File: config.mk
export PLATFORM = sky130hd
export DESIGN_NAME = instr_fetch
export DESIGN_NICKNAME = d
export VERILOG_FILES = /design/src/rtl/instr_fetch.sv
export SDC_FILE = /design/constraint.sdc
export NUM_CORES = 1
export LEC_CHECK = 0
export ABC_CLOCK_PERIOD_IN_PS = 4100
export CELL_PAD_IN_SITES_DETAIL_PLACEMENT = 1
export CELL_PAD_IN_SITES_GLOBAL_PLACEMENT = 2
export CORE_ASPECT_RATIO = 0.8
export CORE_MARGIN = 10
export CORE_UTILIZATION = 40
export DETAILED_ROUTE_END_ITERATION = 10
export PLACE_DENSITY_LB_ADDON = 0.1
export SYNTH_ARGS = -nofsm -noshare
export SYNTH_HDL_FRONTEND = slang
export SYNTH_SLANG_ARGS = --single-unit
File: constraint.sdc
create_clock -name clk -period 4.1 [get_ports clk]
set_input_delay 0.82 -clock clk [delete_from_list [all_inputs] [get_ports clk]]
set_output_delay 0.82 -clock clk [all_outputs]
set_load 0.03 [all_outputs]
File: src/rtl/instr_fetch.sv
// Instruction fetch stage: owns the PC, issues word-aligned fetch requests and buffers in-order
// responses in a small FIFO presented to decode. A redirect flushes buffered and in-flight work.
module instr_fetch #(
  parameter logic [31:0] RESET_PC   = 32'h0000_0000,
  parameter int unsigned FIFO_DEPTH = 4
) (
  input  logic        clk,
  input  logic        rst,
  output logic        mem_req_valid,
  input  logic        mem_req_ready,
  output logic [31:0] mem_req_addr,
  input  logic        mem_rsp_valid,
  input  logic [31:0] mem_rsp_data,
  input  logic        redirect_valid,
  input  logic [31:0] redirect_pc,
  output logic        inst_valid,
  input  logic        inst_ready,
  output logic [31:0] inst_data,
  output logic [31:0] inst_pc
);

  localparam int unsigned PtrW = (FIFO_DEPTH > 1) ? $clog2(FIFO_DEPTH) : 1;
  localparam int unsigned CntW = PtrW + 1;
  localparam logic [CntW:0] DepthLim = (CntW + 1)'(FIFO_DEPTH);

  logic [31:0]     pc_q, pc_d;
  logic [31:0]     next_rsp_pc_q, next_rsp_pc_d;
  logic [PtrW-1:0] wr_ptr_q, wr_ptr_d;
  logic [PtrW-1:0] rd_ptr_q, rd_ptr_d;
  logic [CntW-1:0] count_q, count_d;
  logic [CntW-1:0] outstanding_q, outstanding_d;
  logic [CntW-1:0] drop_cnt_q, drop_cnt_d;

  logic [31:0] fifo_data_q [FIFO_DEPTH];
  logic [31:0] fifo_pc_q   [FIFO_DEPTH];

  logic        pop;
  logic        push;
  logic        req_fire;
  logic        drop_active;
  logic [CntW:0] credit_sum;
  logic [31:0] redirect_pc_aligned;

  assign redirect_pc_aligned = redirect_pc & 32'hFFFF_FFFC;

  // Handshake and credit decode; requests are gated while reset is asserted.
  always_comb begin
    inst_valid    = (count_q != '0) & ~redirect_valid;
    pop           = inst_valid & inst_ready;
    credit_sum    = {1'b0, outstanding_q} + {1'b0, count_q} - {{CntW{1'b0}}, pop};
    mem_req_valid = rst & ~redirect_valid & (credit_sum < DepthLim);
    mem_req_addr  = pc_q;
    req_fire      = mem_req_valid & mem_req_ready;
    drop_active   = mem_rsp_valid & (drop_cnt_q != '0);
    push          = mem_rsp_valid & (drop_cnt_q == '0) & ~redirect_valid;
    inst_data     = fifo_data_q[rd_ptr_q];
    inst_pc       = fifo_pc_q[rd_ptr_q];
  end

  // Next-state for PC, pointers and counters; a redirect overrides normal operation.
  always_comb begin
    pc_d          = pc_q;
    next_rsp_pc_d = next_rsp_pc_q;
    wr_ptr_d      = wr_ptr_q;
    rd_ptr_d      = rd_ptr_q;
    count_d       = count_q;
    outstanding_d = outstanding_q;
    drop_cnt_d    = drop_cnt_q;
    if (redirect_valid) begin
      pc_d          = redirect_pc_aligned;
      next_rsp_pc_d = redirect_pc_aligned;
      wr_ptr_d      = '0;
      rd_ptr_d      = '0;
      count_d       = '0;
      // Everything still in flight belongs to the old stream, including any response now.
      outstanding_d = outstanding_q - CntW'(mem_rsp_valid);
      drop_cnt_d    = outstanding_q - CntW'(mem_rsp_valid);
    end else begin
      if (req_fire) begin
        pc_d = pc_q + 32'd4;
      end
      outstanding_d = outstanding_q + CntW'(req_fire) - CntW'(mem_rsp_valid);
      if (drop_active) begin
        drop_cnt_d = drop_cnt_q - CntW'(1);
      end
      if (push) begin
        wr_ptr_d      = wr_ptr_q + PtrW'(1);
        next_rsp_pc_d = next_rsp_pc_q + 32'd4;
      end
      if (pop) begin
        rd_ptr_d = rd_ptr_q + PtrW'(1);
      end
      count_d = count_q + CntW'(push) - CntW'(pop);
    end
  end

  // Control state register.
  always_ff @(posedge clk or negedge rst) begin
    if (!rst) begin
      pc_q          <= RESET_PC;
      next_rsp_pc_q <= RESET_PC;
      wr_ptr_q      <= '0;
      rd_ptr_q      <= '0;
      count_q       <= '0;
      outstanding_q <= '0;
      drop_cnt_q    <= '0;
    end else begin
      pc_q          <= pc_d;
      next_rsp_pc_q <= next_rsp_pc_d;
      wr_ptr_q      <= wr_ptr_d;
      rd_ptr_q      <= rd_ptr_d;
      count_q       <= count_d;
      outstanding_q <= outstanding_d;
      drop_cnt_q    <= drop_cnt_d;
    end
  end

  // FIFO storage; cleared on reset so the head reads zero while empty after reset.
  always_ff @(posedge clk or negedge rst) begin
    if (!rst) begin
      for (int i = 0; i < FIFO_DEPTH; i++) begin
        fifo_data_q[i] <= '0;
        fifo_pc_q[i]   <= '0;
      end
    end else if (push) begin
      fifo_data_q[wr_ptr_q] <= mem_rsp_data;
      fifo_pc_q[wr_ptr_q]   <= next_rsp_pc_q;
    end
  end

endmodule
==> impl_results.md <==
- Outcome: completed
- Adder-cell area share of the yosys netlist: 1.83%
- EDFF count, synth: 0
- Net Sw Frac: 33.8%
- Crit path from: inst_ready
- Setup Viol. Count Final: 0
- Final TNS setup: 0 ns
- Worst Path Arrival: 2.97 ns
- Reg2Reg Launch Point: count_q[0]$_DFF_PN0_
- Largest net degree at the start of global routing: 160
- Starting DRT DRC Count: 468
- Simple-Gate Fraction of Synth Area: 5.90%
- Die height: 194 um
- DR vias: 9395
- Hold/Removal Path Class: in2async
- Synthesis-to-layout area growth: 22.4%
- Clk_skew: 0.00974 ns
- Root Buffer Master: clkbuf_16
- DP HPWL: 26100 um
- CP Max Fanout: 3
- Cell mode on critical path: ha_1
- Fillers: 3768
- Sequential power share: 36.3%
- H-tree depth: 2
- Worst Setup Start Kind: input port
- Slew Limit Fails: 0
- Req. time, crit path: 3.28 ns
- I/O Pins: 168
- Core Box Area: 37300 um^2
- Die area: 46200 um^2
- Drt drc: 0
- Slew headroom: 32.8%
- Slowest CP cell: clkdlybuf4s50_1
- Power share of the combinational group: 37.2%
- Power Internal: 7.86 mW
- Share of synthesized flip-flops with an asynchronous set or reset: 100%
- Detailed Routing Iterations Pass 1: 4
- Worst-margin pin slew: 1.01 ns
- Hold WS: 0.131 ns
- Post-CTS Setup Inserts: 0
- GPL Wtd Cong: 0.744
- Yosys warns: 0
- Register area share after synthesis: 52.9%
- Clock latency on the worst-skew pair: 0.53 ns
- Final Hold Viols: 0
- FMAX: 264 MHz
- Clock network fraction of design power: 26.5%
- Crit-path cells: clkdlybuf4s50_1, nand2b_1, nor2_1, ha_1, inv_1, ha_1, nand3b_1, nand2_1, nor3_1, a31oi_1, nor3b_1, buf_4
- CTS tree: done
- Nets: 1328
- Port bufs: 161
- Final period demand of the worst path: 3.79 ns
- Path type of the worst setup path: in2out
- P_sw: 4.01 mW
- First-pass GRT wire length: 62000 um
- Worst-path clk slew: 0.06 ns
- Vias in the first global route: 10400
- Post-Synth XOR/XNOR Area: 3.46%
- Compound-Gate Fraction of Synth Area: 3.85%
- Total Routed Length: 38600 um
- Total track usage: 16.9%
- Leak Pwr: 8.21 nW
- Synthesized area: 15200 um^2
- Post-synthesis mux area share: 29.1%
- Cell Pwr Density: 638 nW/um^2
- Std cell rows: 63
- Initial antenna violation count: 0
- Initial Util: 40.7%
- VDD IR max: 253 uV
- RSZ-0062 raised after global routing: no
- Main combinational cell family by area after synthesis: multiplexers
- Clock Path Buffers: 3
- # hold bufs at CTS: 0
- Resized cells post-CTS: 0
- Max Cap Viol: 0
- Syn avg cell area: 14.0 um^2
- Post-synthesis register bit count: 321
- CTS buffer count: 36
- Mapped Cells: 1087
- Most used flip-flop cell after synthesis: dfrtp_1
- Max stage delay on crit path: 0.52 ns
- Tcrit/Tclk final: 92.4%
- Remaining antenna violation count: 0
- DR vias/cell: 5.36
- Die W: 238 um
- Layout cell share with drive strength beyond 1: 33.6%
- CP Capture Type: output pin
- Routed length per placed instance: 22.0 um
- Cell variety after synth: 53
- Final Cell Area: 18600 um^2
- Num Clock Sinks: 321
- GRT Residual Overflow: 0
- Dpl cell area: 17400 um^2
==> stage by stage <==
step / util [%] / worst slack (ns) / power [mW] / std cells
floorplan: - / 0.0605 / 7.11 / 1090
global placement: 46.8 / 0.0598 / 8.76 / 1686
detailed placement: 46.8 / -0.0360 / 8.86 / 1686
CTS: 49.8 / 0.297 / 12.1 / 1752
global route: 49.8 / 0.118 / 12.6 / 1752
finish: 49.9 / 0.313 / 11.9 / 1753
==> final cells by class <==
| class | instances | area, um^2 | share of cell area [%] |
|---|---|---|---|
| Multi-Input combinational cell | 664 | 6760 | 36.4 |
| Sequential cell | 321 | 8040 | 43.2 |
| Timing Repair Buffer | 184 | 1920 | 10.4 |
| Inverter | 30 | 113 | 0.606 |
| Clock inverter | 11 | 90.1 | 0.485 |
| Clock buffer | 55 | 1050 | 5.67 |
| Tap cell | 487 | 609 | 3.28 |
| Antenna cell | 1 | 2.50 | 0.0135 |
==> power groups by stage <==
stage	registers [mW]	logic [mW]	clock network [mW]
after floorplan	4.19	2.92	0
after global placement	4.34	4.43	0
after detailed placement	4.36	4.50	0
after CTS	4.32	4.51	3.26
after global routing	4.41	4.74	3.40
final	4.31	4.41	3.15
==> path summary, 6_finish.rpt <==
| path | slack (ns) | depth (start not counted) | endpoint |
|---|---|---|---|
| min in group clk | 0.48 | 2 | fifo_pc_q[104]$_DFFE_PN0P_ |
| max reg2reg | 0.57 | 16 | outstanding_q[2]$_DFF_PN0_ |
| max | 0.31 | 12 | mem_req_valid |
| max in group asynchronous | 2.29 | 3 | fifo_data_q[68]$_DFFE_PN0P_ |
| min reg2reg | 0.48 | 2 | fifo_pc_q[104]$_DFFE_PN0P_ |
| min | 0.13 | 1 | count_q[0]$_DFF_PN0_ |
==> layout by cell type, fill, tap and decap left out, drive strengths merged, types with 25 or more instances in the layout <==
cell           count
xnor2             36
mux2             266
buf               25
mux4              62
o21ai             31
inv               32
dfrtp            321
nand2             44
clkbuf            55
clkdlybuf4s50    159
==> cell families (layout without fill, tap and decap cells) <==
group           count (synthesis)  after routing
flops                         321            321
buf+inv                       105            280
fa+ha+maj                      21             21
xor+xnor                       60             60
compound gates                 83             83
mux                           331            331
other cells                     1              5
simple gates                  165            165
==> flip-flops by register name, indices dropped and copies added, names as in the netlist <==
signal / flops
rd_ptr_q: 2
drop_cnt_q: 3
outstanding_q: 3
next_rsp_pc_q: 30
fifo_data_q: 128
wr_ptr_q: 2
mem_req_addr: 30
fifo_pc_q: 120
count_q: 3
==> metal layers <==
metal / wire, um / track usage, % / part of all wire (%)
met5: 0 / 0 / 0
met3: 2060 / 3.99 / 5.3
met2: 18000 / 26.5 / 47
met4: 568 / 3.71 / 1.5
met1: 18000 / 23.2 / 47
==> critical path: cells and delay by family <==
family	cells	cell delay (ns)
and+or+nand+nor	6	0.86
buffers and inverters	3	0.76
adders and majority gates	2	0.45
AOI/OAI and AO/OA	1	0.06
==> Yosys cell counts, drive strengths merged, types with 13 or more instances <==
library cell  count  area (um^2)
a21oi            13         65.1
nand3            15         80.1
xor2             24          210
dfrtp           321         8030
buf              36          189
o21ai            31          155
nor2             24         90.1
nand2            44          165
mux2            266         3000
xnor2            36          315
nand4            21          131
ha               19          238
clkbuf           39          146
mux4             62         1400
inv              29          109
No activity file was read; power rests on OpenSTA's default activity.
